## config.mk

```make
export PLATFORM = sky130hd
export DESIGN_NAME = dot_arb
export DESIGN_NICKNAME = d
export VERILOG_FILES = /design/src/rtl/dot_arb.sv
export SDC_FILE = /design/constraint.sdc
export NUM_CORES = 1
export LEC_CHECK = 0
export CORE_MARGIN = 1
export CORE_UTILIZATION = 40
export CTS_BUF_LIST = sky130_fd_sc_hd__clkbuf_4 sky130_fd_sc_hd__clkbuf_8
export CTS_CLUSTER_SIZE = 12
export DETAILED_ROUTE_END_ITERATION = 6
export PLACE_DENSITY = 0.84
export RECOVER_POWER = 50
export SETUP_SLACK_MARGIN = 0.1
export SYNTH_ARGS = -nofsm -noshare
export SYNTH_HDL_FRONTEND = slang
export SYNTH_SLANG_ARGS = --single-unit
export TNS_END_PERCENT = 10
```

## constraint.sdc

```tcl
create_clock -name clock -period 3.2 [get_ports clock]
set_clock_uncertainty 0.2 [all_clocks]
set_input_delay 0.32 -clock clock [delete_from_list [all_inputs] [get_ports clock]]
set_output_delay 0.32 -clock clock [all_outputs]
set_load 0.02 [all_outputs]
```

## src/rtl/dot_arb.sv

```systemverilog
// Round-robin arbiter and sequencer for a shared two-stage cascaded dot-product datapath.
// Tracks in-flight ownership tags and stalls the whole datapath on response backpressure.
module dot_arb #(
  parameter int W          = 8,
  parameter int LATENCY    = 4,
  parameter int BIAS_DELAY = 2
) (
  input  logic           clock,
  input  logic           reset,
  input  logic           req0_valid,
  output logic           req0_ready,
  input  logic [5*W-1:0] req0_data,
  input  logic           req1_valid,
  output logic           req1_ready,
  input  logic [5*W-1:0] req1_data,
  output logic           rsp0_valid,
  input  logic           rsp0_ready,
  output logic           rsp1_valid,
  input  logic           rsp1_ready,
  output logic [W-1:0]   rsp_data,
  output logic           dp_en,
  output logic [W-1:0]   dp_a,
  output logic [W-1:0]   dp_b,
  output logic [W-1:0]   dp_c,
  output logic [W-1:0]   dp_d,
  output logic [W-1:0]   dp_bias,
  input  logic [W-1:0]   dp_y
);

  logic           r_tag_vld [LATENCY];
  logic           r_tag_id  [LATENCY];
  logic [W-1:0]   r_bias    [BIAS_DELAY];
  logic           r_rr;

  logic           w_head_vld;
  logic           w_head_id;
  logic           w_stall;
  logic           w_en;
  logic           w_gnt_vld;
  logic           w_gnt_id;
  logic [5*W-1:0] w_tuple;

  assign w_head_vld = r_tag_vld[LATENCY-1];
  assign w_head_id  = r_tag_id[LATENCY-1];
  // Only the head's own response channel can hold the pipe; the other ready is ignored.
  assign w_stall    = w_head_vld && (w_head_id ? !rsp1_ready : !rsp0_ready);
  assign w_en       = reset && !w_stall;

  // Grant selection: a lone requester wins outright, contention follows the rr pointer.
  always_comb begin
    w_gnt_vld = 1'b0;
    w_gnt_id  = 1'b0;
    if (w_en) begin
      if (req0_valid && req1_valid) begin
        w_gnt_vld = 1'b1;
        w_gnt_id  = r_rr;
      end else if (req0_valid) begin
        w_gnt_vld = 1'b1;
        w_gnt_id  = 1'b0;
      end else if (req1_valid) begin
        w_gnt_vld = 1'b1;
        w_gnt_id  = 1'b1;
      end else begin
        w_gnt_vld = 1'b0;
      end
    end else begin
      w_gnt_vld = 1'b0;
    end
  end

  // Operand mux of the granted tuple; bubbles drive zeros into the datapath.
  always_comb begin
    w_tuple = '0;
    if (w_gnt_vld) begin
      w_tuple = w_gnt_id ? req1_data : req0_data;
    end else begin
      w_tuple = '0;
    end
  end

  assign req0_ready = w_gnt_vld && !w_gnt_id;
  assign req1_ready = w_gnt_vld &&  w_gnt_id;
  assign dp_en      = w_en;
  assign dp_a       = w_tuple[4*W-1:3*W];
  assign dp_b       = w_tuple[3*W-1:2*W];
  assign dp_c       = w_tuple[2*W-1:W];
  assign dp_d       = w_tuple[W-1:0];
  assign dp_bias    = r_bias[BIAS_DELAY-1];
  assign rsp0_valid = w_head_vld && !w_head_id;
  assign rsp1_valid = w_head_vld &&  w_head_id;
  assign rsp_data   = dp_y;

  // Tag pipe, bias line and rr advance in lockstep with the datapath enable.
  always_ff @(posedge clock or negedge reset) begin
    if (!reset) begin
      for (int i = 0; i < LATENCY; i++) begin
        r_tag_vld[i] <= 1'b0;
        r_tag_id[i]  <= 1'b0;
      end
      for (int i = 0; i < BIAS_DELAY; i++) begin
        r_bias[i] <= '0;
      end
      r_rr <= 1'b0;
    end else if (w_en) begin
      r_tag_vld[0] <= w_gnt_vld;
      r_tag_id[0]  <= w_gnt_id;
      for (int i = 1; i < LATENCY; i++) begin
        r_tag_vld[i] <= r_tag_vld[i-1];
        r_tag_id[i]  <= r_tag_id[i-1];
      end
      r_bias[0] <= w_tuple[5*W-1:4*W];
      for (int i = 1; i < BIAS_DELAY; i++) begin
        r_bias[i] <= r_bias[i-1];
      end
      if (w_gnt_vld) begin
        r_rr <= ~w_gnt_id;
      end
    end
  end

endmodule

```

# Yosys cells after proc, flatten, opt, wreduce, memory -nomap -nowiden
# Cells that the tools add are included.
# totals
elab_cells	35
output_inout_bits	53
mem_bits_rw	0
rom_bits	0
latch_bits	0
mem_count	0
reg_bits	25
# op_classes
n_bitwise	1
add_sub_neg	0
mul	0
eq_ne	0
div_mod_pow	0
order_cmp	0
n_shift	0
n_mux	10
reduce_logical	13
# ops
cell	n
40-bit two-way mux	2
1-bit two-way mux	8
1-bit logical AND	7
1-bit zero test	5
2-bit AND reduction	1
1-bit NOT	1

# Depth between registers and ports, before layout
# Gate-level depths: netlist (run 1).
# logic_depth
word_depth	8
mapped_depth	6
depth_no_buf	5

# Worst setup path after synthesis (run 1)
# Ideal clock, no wire load.
# synth_timing
path_kind	reg-to-output
startpoint	register r_rr
endpoint	output port req0_ready
arrival_ns	1.373
slack_ns	1.307
stages_incl_launch_ff	4
n_path_buf	1
path_cell_list	dfrtp_1 > o21ai_4 > buf_6 > nor3b_1
# synth_between
elab_chain_cells	4
# synth_lines
element	line_no	text
from (decl)	33	logic r_rr;
from (signal assigned)	116	r_rr <= ~w_gnt_id;
1-bit two-way mux	54	if (req0_valid && req1_valid) begin
1-bit two-way mux	53	if (w_en) begin
1-bit zero test	81	assign req0_ready = w_gnt_vld && !w_gnt_id;
1-bit logical AND	81	
to (decl)	11	output logic req0_ready,
# No other way between the ends.

# Worst setup path after layout (run 1)
# layout_timing
startpoint	input port req0_valid
endpoint	output port dp_a[2]
# layout_between
elab_chain_cells	5
elab_cells_between_ends	9
classes_between	8 x mux; 1 x reduce/logical
# layout_lines
element	line_no	text
from (decl)	10	input logic req0_valid,
1-bit two-way mux or 1-bit logical AND (tied branches)	57, 54	
1-bit two-way mux	54	
1-bit two-way mux	53	
40-bit two-way mux	75	w_tuple = w_gnt_id ? req1_data : req0_data;
40-bit two-way mux *	74	if (w_gnt_vld) begin
to (decl)	22	output logic [W-1:0] dp_a,
# Mark *: on every way between the ends. The rest lies on a longest branch, timed or not.

==> results of run 1 <==
==> synthesized netlist by cell type <==
library cell,number,share of area
nor2_1,34,0.057
and2b_1,11,0.037
a21o_1,1,0.0034
inv_2,1,0.0017
o21ai_0,4,0.0090
a21oi_1,1,0.0022
a31oi_1,1,0.0028
inv_1,2,0.0034
nor2_2,1,0.0028
buf_4,51,0.17
nor3b_1,1,0.0034
and2_1,1,0.0028
buf_6,6,0.030
o21ai_1,6,0.013
nand2_1,49,0.082
o21ai_4,2,0.015
buf_2,4,0.0090
nor2b_1,29,0.081
mux2i_1,40,0.18
clkbuf_1,3,0.0050
dfrtp_1,25,0.28
mux2_4,1,0.0067
==> flip-flops by register name, summed over array words and instances, names as in the netlist <==
register    count
dp_bias         8
r_bias          8
r_tag_id        3
r_tag_vld       3
r_rr            1
w_head_id       1
w_head_vld      1
==> power by group through the flow <==
stage                     Combinational (mW)  Sequential [mW]  Clock, mW
after detailed placement               0.908            0.521          0
final                                  0.881            0.509      0.190
after CTS                              0.914            0.514      0.195
after global placement                 0.893            0.513          0
after floorplan                        0.682            0.500          0
after global routing                   0.958            0.528      0.206
==> layer usage <==
metal  global-route usage  up-vias  routed length (um)
li1                     -      974                   -
met5                    0        -                   0
met3               0.0310        8                 379
met1                0.202      854                2140
met4               0.0538        0                  79
met2                0.330       90                2680
==> worst max-delay path by stage <==
| stage | end | start | cells past startpoint | slack [ns] |
|---|---|---|---|---|
| global route | dp_c[0] | req0_valid | 7 | 0.17 |
| CTS | dp_c[0] | req0_valid | 7 | 0.34 |
| finish | dp_a[2] | req0_valid | 7 | 0.28 |
| detailed placement | dp_c[0] | req0_valid | 7 | 0.36 |
| floorplan | req0_ready | r_rr$_DFFE_PN0P_ | 3 | 1.31 |
| global placement | dp_c[0] | req0_valid | 7 | 0.35 |
==> through the flow <==
stage / hold slack [ns] / util
2_1_floorplan: -0.176 / -
3_3_place_gp: 0.247 / 0.615
3_5_place_dp: 0.254 / 0.615
4_1_cts: 0.276 / 0.625
5_1_grt: 0.292 / 0.623
6_report: 0.273 / 0.623
==> placed cells by master (no fill, tap or decap), drive strengths merged <==
cell type,n
a31oi,1
nor2b,29
buf,7
mux2i,40
inv,3
nor2,35
o21ai,12
a21o,1
clkdlybuf4s50,119
dlygate4sd3,11
a21oi,1
nand2,49
dfrtp,25
and2,1
mux2,1
nor3b,1
and2b,11
clkbuf,5
==> cells by family after synthesis <==
group	synth area share
and+or+nand+nor	0.267
DFF	0.280
AOI/OAI and AO/OA	0.0454
buffers and inverters	0.221
muxes	0.186
==> critical path, cell delays in order <==
cell	delay, ns
dlygate4sd3_1	0.58
inv_1	0.08
o21ai_4	0.26
buf_12	0.27
mux2i_1	0.11
nor2_1	0.11
clkdlybuf4s50_1	0.62
==> cell type report <==
| cell class | count | area share |
|---|---|---|
| Timing Repair Buffer | 138 | 0.424 |
| Sequential cell | 25 | 0.192 |
| Tap cell | 70 | 0.0268 |
| Inverter | 3 | 0.00345 |
| Clock buffer | 4 | 0.0149 |
| Multi-Input combinational cell | 182 | 0.340 |
==> run_results.csv, run 1 <==
group,metric,value,unit
logic_synthesis,ys_seq_area_frac,0.280,
critical_path,critPathMaxFanout,32,
critical_path,rrSetupSlack,1.12,ns
global_route,grt_pass1_vias,1897,
power,p_seq_frac,0.322,
route,drtAntennaViolNets,0,
power,internal_power,0.978,mW
sta,hold_viol_final,0,
final_layout,fin_area,3260,um2
worst_hold_path,hold_end,"dp_bias[4]$_DFFE_PN0P_",
worst_hold_path,worst_hold_startpoint,"dp_bias[4]$_DFFE_PN0P_",
global_route,grt_pass1_wl,8560,um
cts,cts.sinks,25,
status,status,"complete, no violations",
final_layout,final_cells,422,
die,core-area,5240,um2
sta,max_freq,0.343,GHz
global_route,grt_remaining_overflow,0,
placement,dp.cells,418,
cts,insertion_delay,0.26,ns
worst_hold_path,min_path_cells,2,
final_layout,nNetsFinal,447,
critical_path,crit_required,2.68,ns
final_layout,syn_to_final_growth,46.3,%
die,ioPinCount,147,
logic_synthesis,synth_fp_nets,368,
final_layout,multi_input_comb_area,1110,um2
power,powerDensity,484,nW/um2
global_route,track_usage,0.177,
route,wl_per_cell,12.5,um
cts,ctsHoldBuffers,0,
cts,root_buffer,"clkbuf_8",
sta,drv_slew,0,
critical_path,critPathKind,"primary input to output port",
route,num_vias,1926,
critical_path,arrival,2.40,ns
route,viasPerCell,4.56,
global_route,grt_max_degree,45,
critical_path,start_kind,"primary input",
cts,clkTransAtPathRegs,0.08,ns
final_layout,drive_above_1_share,0.0398,
power,clockPowerShare,0.120,
sta,grt_setup_unrepaired,"false",
cts,htreeDepth,1,
placement,dp_hpwl,4030,um
route,drt-pass1-iter-count,4,
placement,place_ws,0.356,ns
cts,tritoncts,"done",
placement,dpl_cell_area,3220,um2
cts,ctsResizeCount,0,
logic_synthesis,synth_seq_cells,25,
die,rows,26,
global_route,antenna_found_initial,0,
placement,portBuffers,130,
final_layout,ff_latch_area,626,um2
die,initial_core_util,0.426,
route,drt-initial-drc-count,106,
flow_run,maxCapViolCount,0,
route,drt-total-wl,5280,um
power,ir_worst_vdd,264,uV
critical_path,r2r-end,"r_rr$_DFFE_PN0P_",
sta,period_share,0.911,
die,dieHeight,76.7,um
logic_synthesis,syn-cell-area,2230,um2
sta,setup_viol,0,
power,comb_power_share,0.558,
logic_synthesis,ys_warn_count,0,
cts,cts_buffer_depth,2,
critical_path,r2r_start,"w_head_id$_DFFE_PN0P_",
worst_hold_path,min_path_type,"flop to flop",
critical_path,critical_path.endpoint_type,"output port",
cts,cts_setup_buffers,0,
logic_synthesis,yosysUniqueCellTypes,22,
critical_path,ff2ff_path_depth,6,
power,power_leakage,1.53,nW
placement,place.gp.congestion,0.721,
sta,setup_tns,0,ns
sta,worst_slew_pin_slew,1.26,ns
logic_synthesis,synth_cells,274,
route,drc,0,
final_layout,n_antenna_cell,0,
sta,finalCriticalPeriod,2.92,ns
power,p_switching,0.603,mW
sta,fin_ws,0.284,ns
cts,cts_buffers,3,
sta,relSlewSlack,0.157,
power,switching_share,0.381,
power,power.total,1.58,mW
final_layout,nFillCells,469,
die,die-area,5880,um2
die,die_width,76.7,um
logic_synthesis,syn_avg_cell_area,8.14,um2
No activity file was read; power rests on OpenSTA's default activity.
==> inputs of run 2 (changes only) <==
Settings changed: CTS_BUF_LIST sky130_fd_sc_hd__clkbuf_4 sky130_fd_sc_hd__clkbuf_8 to sky130_fd_sc_hd__clkbuf_4, PLACE_DENSITY 0.84 to not set, PLACE_DENSITY_LB_ADDON set to 0.2.
==> run_results.csv, run 2 (same netlist as run 1, synthesis figures left out) <==
group,metric,value,unit
sta,grt_setup_unrepaired,"false",
cts,htreeDepth,1,
global_route,track_usage,0.182,
die,core-area,5240,um2
placement,portBuffers,130,
route,wl_per_cell,12.5,um
route,num_vias,1942,
cts,insertion_delay,0.31,ns
power,power_leakage,1.53,nW
placement,place.gp.congestion,0.696,
route,drc,0,
cts,cts_buffer_depth,2,
power,powerDensity,471,nW/um2
critical_path,critPathMaxFanout,18,
route,viasPerCell,4.58,
route,drt-initial-drc-count,106,
route,drt-total-wl,5290,um
die,die_width,76.7,um
cts,tritoncts,"done",
final_layout,mostFrequentLayoutCells,"120 x clkdlybuf4s50_1, 49 x nand2_1, 40 x mux2i_1",
route,drtAntennaViolNets,0,
sta,period_share,0.894,
sta,relSlewSlack,0.139,
final_layout,final_common_cell,"clkdlybuf4s50_1",
global_route,grt_pass1_vias,1938,
cts,clkTransAtPathRegs,0.13,ns
die,initial_core_util,0.426,
final_layout,nNetsFinal,449,
final_layout,n_antenna_cell,0,
sta,worst_slew_pin_slew,1.29,ns
die,rows,26,
final_layout,nFillCells,479,
die,ioPinCount,147,
placement,dp_hpwl,4140,um
placement,dp.cells,420,
critical_path,start_kind,"flop",
global_route,grt_pass1_wl,8730,um
critical_path,critPathKind,"flop to output port",
status,status,"complete, no violations",
cts,ctsResizeCount,0,
cts,root_buffer,"clkbuf_4",
die,die-area,5880,um2
sta,finalCriticalPeriod,2.86,ns
cts,cts_buffers,3,
global_route,grt_max_degree,29,
final_layout,drive_above_1_share,0.0452,
final_layout,syn_to_final_growth,46.4,%
final_layout,final_cells,424,
sta,hold_viol_final,0,
sta,drv_slew,0,
worst_hold_path,min_path_type,"flop to flop",
critical_path,critical_path.endpoint_type,"output port",
die,dieHeight,76.7,um
route,drt-pass1-iter-count,4,
sta,max_freq,0.349,GHz
cts,ctsHoldBuffers,0,
critical_path,crit_required,2.68,ns
global_route,antenna_found_initial,0,
critical_path,arrival,2.34,ns
global_route,grt_remaining_overflow,0,
cts,cts.sinks,25,
sta,setup_tns,0,ns
sta,setup_viol,0,
power,power.total,1.54,mW
power,ir_worst_vdd,311,uV
flow_run,maxCapViolCount,0,
cts,cts_setup_buffers,0,
==> run 2: worst max-delay path: stages, from the launching register on <==
cell	delay (ns)
dfrtp_1	0.43
mux2_1	0.36
o21ai_4	0.40
inv_2	0.25
clkdlybuf4s50_1	0.59
==> run 2: area by class of cell <==
| class | instances | area, um2 | share of cell area |
|---|---|---|---|
| well taps | 70 | 87.6 | 0.0268 |
| clock buffers | 3 | 22.5 | 0.00689 |
| inverters | 3 | 11.3 | 0.00345 |
| multi-input cells | 182 | 1110 | 0.339 |
| clock inverters | 1 | 5.00 | 0.00153 |
| repair buffers | 140 | 1410 | 0.430 |
| flip-flops and latches | 25 | 626 | 0.191 |
==> run 2: path summary, 6_finish.rpt <==
check | from | end | slack (ns) | cells past startpoint
min in group asynchronous | reset | dp_bias[2]$_DFFE_PN0P_ | 0.72 | 2
worst max register to register | w_head_id$_DFFE_PN0P_ | r_tag_vld[3]$_DFFE_PN0P_ | 1.19 | 5
worst max-delay path | w_head_id$_DFFE_PN0P_ | dp_en | 0.34 | 4
max in group asynchronous | reset | r_tag_id[1]$_DFFE_PN0P_ | 1.33 | 2
worst min-delay path | dp_bias[4]$_DFFE_PN0P_ | dp_bias[4]$_DFFE_PN0P_ | 0.28 | 2
worst min register to register | dp_bias[4]$_DFFE_PN0P_ | dp_bias[4]$_DFFE_PN0P_ | 0.28 | 2
==> run 2: metal layers <==
layer	global-route usage	up-vias	share of wire
met5	0	-	0
met4	0.0673	0	0.019
met3	0.0548	8	0.095
met2	0.323	83	0.49
met1	0.203	867	0.39
li1	-	984	-
==> run 2: where the power goes <==
group,internal [mW],total [mW],switching [mW]
clock,0.0467,0.140,0.0930
sequential,0.438,0.507,0.0693
combinational,0.452,0.892,0.440
==> run 2: through the flow <==
step | hold slack [ns] | util | worst slack [ns] | instance area (um2)
after CTS | 0.288 | 0.626 | 0.350 | 3280
after detailed placement | 0.255 | 0.621 | 0.420 | 3250
after global routing | 0.309 | 0.624 | 0.174 | 3270
after floorplan | -0.176 | - | 1.31 | 2230
final | 0.283 | 0.624 | 0.338 | 3270
after global placement | 0.246 | 0.621 | 0.445 | 3250
==> inputs of run 3 (changes only) <==
Settings changed: SETUP_SLACK_MARGIN 0.1 to not set.
==> results of run 3 <==
The final DEF is identical to that of run 2; final timing and power are the same.
